[src/rtl/button_conditioner.sv]
// Push-button front end: per-channel 2-FF sync, debounce, polarity fix,
// plus one-cycle press/release strobes. Ports: clk, reset, button_raw in; button_level/press/release out.
module button_conditioner #(
  parameter int NUM_INPUTS      = 3,
  parameter int DEBOUNCE_CYCLES = 500000,
  parameter int ACTIVE_LOW      = 1
) (
  input  logic                  clk,
  input  logic                  reset,
  input  logic [NUM_INPUTS-1:0] button_raw,
  output logic [NUM_INPUTS-1:0] button_level,
  output logic [NUM_INPUTS-1:0] button_press,
  output logic [NUM_INPUTS-1:0] button_release
);

  localparam int CW = $clog2(DEBOUNCE_CYCLES);
  localparam logic [CW-1:0] CNT_MAX = CW'(DEBOUNCE_CYCLES - 1);
  localparam logic [NUM_INPUTS-1:0] REL =
    {NUM_INPUTS{ACTIVE_LOW != 0}};

  logic [NUM_INPUTS-1:0]         sync1_q, sync1_d;
  logic [NUM_INPUTS-1:0]         sync2_q, sync2_d;
  logic [NUM_INPUTS-1:0][CW-1:0] cnt_q, cnt_d;
  logic [NUM_INPUTS-1:0]         level_q, level_d;
  logic [NUM_INPUTS-1:0]         press_q, press_d;
  logic [NUM_INPUTS-1:0]         release_q, release_d;
  logic [NUM_INPUTS-1:0]         s;

  // normalised sample: 1 = pressed
  assign s = sync2_q ^ REL;

  always_comb begin
    sync1_d   = button_raw;
    sync2_d   = sync1_q;
    cnt_d     = cnt_q;
    level_d   = level_q;
    press_d   = '0;
    release_d = '0;
    for (int i = 0; i < NUM_INPUTS; i++) begin
      if (s[i] == level_q[i]) begin
        cnt_d[i] = '0;
      end else if (cnt_q[i] == CNT_MAX) begin
        // held long enough: accept and restart the count
        cnt_d[i]     = '0;
        level_d[i]   = s[i];
        press_d[i]   = s[i];
        release_d[i] = ~s[i];
      end else begin
        cnt_d[i] = cnt_q[i] + 1'b1;
      end
    end
  end

  always_ff @(posedge clk) begin
    if (reset) begin
      sync1_q   <= REL;
      sync2_q   <= REL;
      cnt_q     <= '0;
      level_q   <= '0;
      press_q   <= '0;
      release_q <= '0;
    end else begin
      sync1_q   <= sync1_d;
      sync2_q   <= sync2_d;
      cnt_q     <= cnt_d;
      level_q   <= level_d;
      press_q   <= press_d;
      release_q <= release_d;
    end
  end

  assign button_level   = level_q;
  assign button_press   = press_q;
  assign button_release = release_q;

endmodule

[config.mk]
export PLATFORM = sky130hd
export DESIGN_NAME = button_conditioner
export DESIGN_NICKNAME = d
export VERILOG_FILES = /design/src/rtl/button_conditioner.sv
export SDC_FILE = /design/constraint.sdc
export NUM_CORES = 1
export LEC_CHECK = 0
export ABC_AREA = 1
export BUFFER_PORTS_ARGS = -buffer_cell sky130_fd_sc_hd__buf_2
export CAP_MARGIN = 20
export CORE_ASPECT_RATIO = 0.75
export CORE_MARGIN = 5
export CORE_UTILIZATION = 30
export DETAILED_ROUTE_END_ITERATION = 8
export PLACE_DENSITY = 0.54
export SLEW_MARGIN = 20
export SYNTH_ARGS = -nofsm -noshare
export SYNTH_HDL_FRONTEND = slang
export SYNTH_SLANG_ARGS = --single-unit
export TNS_END_PERCENT = 1
[constraint.sdc]
create_clock -name clk -period 1.58 [get_ports clk]
set_input_delay 0.158 -clock clk [delete_from_list [all_inputs] [get_ports clk]]
set_output_delay 0.158 -clock clk [all_outputs]
set_load 0.01 [all_outputs]
==> results.json <==
{
  "outcome": "completed",
  "ioPinCount": 14,
  "r2r-start": "cnt_q[39]$_SDFF_PP0_",
  "detail_route.vias_per_cell": 4.39,
  "grt_max_degree": 14,
  "r2r_cells": 7,
  "comb_power_share_pct": 1.5,
  "post_cts_buffers": 0,
  "worstSetupEndpointType": "flip-flop",
  "cap_violations": 0,
  "synth_nets": 507,
  "power_switching_mw": 0.816,
  "internal_power_mw": 3.08,
  "setup_viol": 0,
  "clk_latency_ns": 0.33,
  "fin_area_um2": 4060,
  "drive_above_1_share_pct": 12.6,
  "min_period_ns": 1.47,
  "syn_to_final_growth_pct": 18.7,
  "holdCritPathClass": "input pin to flip-flop",
  "cts_tree": "built",
  "utilization_pct": 36.8,
  "whs_path_depth": 2,
  "syn_avg_cell_area_um2": 6.85,
  "initial_core_util_pct": 31.0,
  "drt-pass1-iter-count": 4,
  "grt_util_all_layers_pct": 11.3,
  "r2r-end": "cnt_q[47]$_SDFF_PP0_",
  "cts_buffers": 9,
  "antenna_found_initial": 0,
  "grt-ovfl-total": 0,
  "fin_skew_ns": 0.0105,
  "die_area_um2": 13600,
  "root_buffer": "clkbuf_16",
  "peakVddDrop_uv": 546,
  "port_buffers": 13,
  "place.gp.congestion": 0.849,
  "clock-sinks": 72,
  "finalCritPeriodShare_pct": 93.3,
  "grt_pass1_vias": 2782,
  "power_frac_seq_pct": 47.0,
  "chipHeight_um": 102,
  "via_count": 2982,
  "cp_max_fo": 11,
  "drtAntennaViolNets": 0,
  "cts_buffer_depth": 2,
  "worstMarginPinSlew_ns": 0.318,
  "clk_pin_slew_worst_paths_ns": 0.06,
  "core_um2": 11000,
  "worstPathRequired_ns": 1.79,
  "drt-total-wl_mm": 7.24,
  "ys_ff_latch": 72,
  "drc": 0,
  "grt_pass1_wl_mm": 12.5,
  "timing.fmax_ghz": 0.678,
  "die_w_um": 133,
  "cp_data_arrival_time_ns": 1.69,
  "synth_area_um2": 3420,
  "netlist_instances": 499,
  "p_clk_share_pct": 51.4,
  "cellPowerDensity_nw_per_um2": 960,
  "ctsHtreeMaxLevel": 3,
  "ys_warn_count": 0,
  "path_class": "flip-flop to flip-flop",
  "post_drt_wl_per_cell_um": 10.7,
  "yosysSeqAreaShare_pct": 42.2,
  "relSlewSlack_pct": 78.7,
  "rows": 33,
  "hold_viol": 0,
  "drv_slew": 0,
  "rrSetupSlack_ns": 0.11,
  "place.detailed.hpwl_mm": 5.60,
  "start_kind": "flip-flop",
  "swShare_pct": 21.0,
  "place_ws_ns": 0.0694,
  "placed_cell_area_um2": 3740,
  "hold-path-endpoint": "sync1_q[1]$_SDFF_PP1_",
  "power.leakage_nw": 1.43,
  "grt_setup_unrepaired": "no",
  "drt_iter0_markers": 140,
  "setup_ws_ns": 0.106,
  "p_total_mw": 3.89,
  "nNetsFinal": 542,
  "synth_cell_types": 26,
  "tns_ns": 0,
  "diodes": 0,
  "filler_cell_count": 1161,
  "hp-start": "button_raw[1]"
}
==> cell usage after synthesis, drive strengths merged <==
master / number / share of area [%]
ha: 3 / 1.1
a21oi: 21 / 3.1
nor2: 118 / 14
xnor2: 8 / 2.1
inv: 53 / 5.8
nand4: 11 / 2.0
buf: 3 / 1.1
nor3: 7 / 1.4
and2: 1 / 0.18
nor2b: 1 / 0.18
or2: 14 / 2.6
nand2: 133 / 15
nand3b: 1 / 0.22
o21ai: 8 / 1.2
xor2: 14 / 3.6
nand3: 31 / 4.7
dfxtp: 72 / 42
==> worst max path at each step <==
stage                         start                   end  slack, ns
6_report       cnt_q[39]$_SDFF_PP0_  cnt_q[47]$_SDFF_PP0_       0.11
5_1_grt        cnt_q[39]$_SDFF_PP0_  cnt_q[47]$_SDFF_PP0_     0.0005
4_1_cts        cnt_q[39]$_SDFF_PP0_  cnt_q[47]$_SDFF_PP0_       0.06
3_5_place_dp   cnt_q[39]$_SDFF_PP0_  cnt_q[41]$_SDFF_PP0_       0.07
3_3_place_gp   cnt_q[39]$_SDFF_PP0_  cnt_q[47]$_SDFF_PP0_       0.10
2_1_floorplan   cnt_q[0]$_SDFF_PP0_   cnt_q[9]$_SDFF_PP0_        0.1
==> area by class of cell <==
type / count / area, um^2 / share of cell area (%)
inverter: 53 / 199 / 4.90
tap: 140 / 175 / 4.32
clock buffer: 10 / 229 / 5.64
timing repair buffer: 27 / 198 / 4.87
multi-input combinational: 371 / 1750 / 43.1
sequential: 72 / 1440 / 35.5
clock inverter: 6 / 67.6 / 1.67
==> worst max-delay path: stages, from the launching register on <==
cell and delay (ns):
dfxtp_1 0.35, ha_1 0.18, nand3_1 0.15, inv_1 0.11, nand3_1 0.17, nand2_4 0.18, buf_4 0.18, a21oi_1 0.04
==> per-stage QoR <==
step / hold slack, ns / instances
final: 0.0170 / 679
after floorplan: 0.262 / 499
after detailed placement: 0.347 / 662
after CTS: 0.00632 / 679
after global placement: 0.341 / 662
after global routing: 0.0143 / 679
==> routing by layer <==
layer	vias up	share of wire [%]	GRT usage, %
li1	1623	-	-
met1	1320	54	15.1
met2	30	42	17.6
met3	9	3.2	3.44
met4	0	1.5	3.79
met5	-	0	0
==> power groups by stage <==
stage	sequential, mW	clock [mW]	combinational (mW)
finish	1.83	2.00	0.0602
global route	1.83	2.15	0.0687
CTS	1.83	2.07	0.0610
detailed placement	1.87	0	0.0590
global placement	1.87	0	0.0580
floorplan	1.87	0	0.0340
==> cell usage in the layout, fill, tap and decap left out, drive strengths merged <==
cell           n
xor2          14
clkbuf        10
and2           1
nand2        133
ha             3
dlygate4sd3    1
nand3b         1
clkinv         2
nor2         118
nor2b          1
nand4         11
o21ai          8
inv           54
xnor2          8
nand3         31
a21oi         21
clkinvlp       2
nor3           7
buf           26
bufinv         1
dfxtp         72
or2           14
==> cells by family after synthesis <==
kind of cell	Yosys count	synth area share [%]
AO/OA/AOI/OAI	29	4.25
XOR/XNOR	22	5.64
adder cells (fa/ha/maj)	3	1.10
buffers and inverters	56	6.96
flip-flops	72	42.2
AND/OR/NAND/NOR	317	39.9
==> state kept, by name (all words and copies together), names as in the netlist <==
register / flops
sync1_q: 3
button_release: 3
button_level: 3
cnt_q: 57
sync2_q: 3
button_press: 3
==> what timing repair did <==
action                                  4_1_cts  5_1_grt
hold buffers                                  1        0
endpoints found under the setup margin        0       15
resized for setup                             0        3
endpoints found under the hold margin         1        0
Note: power is estimated with default switching activity, not from simulation.
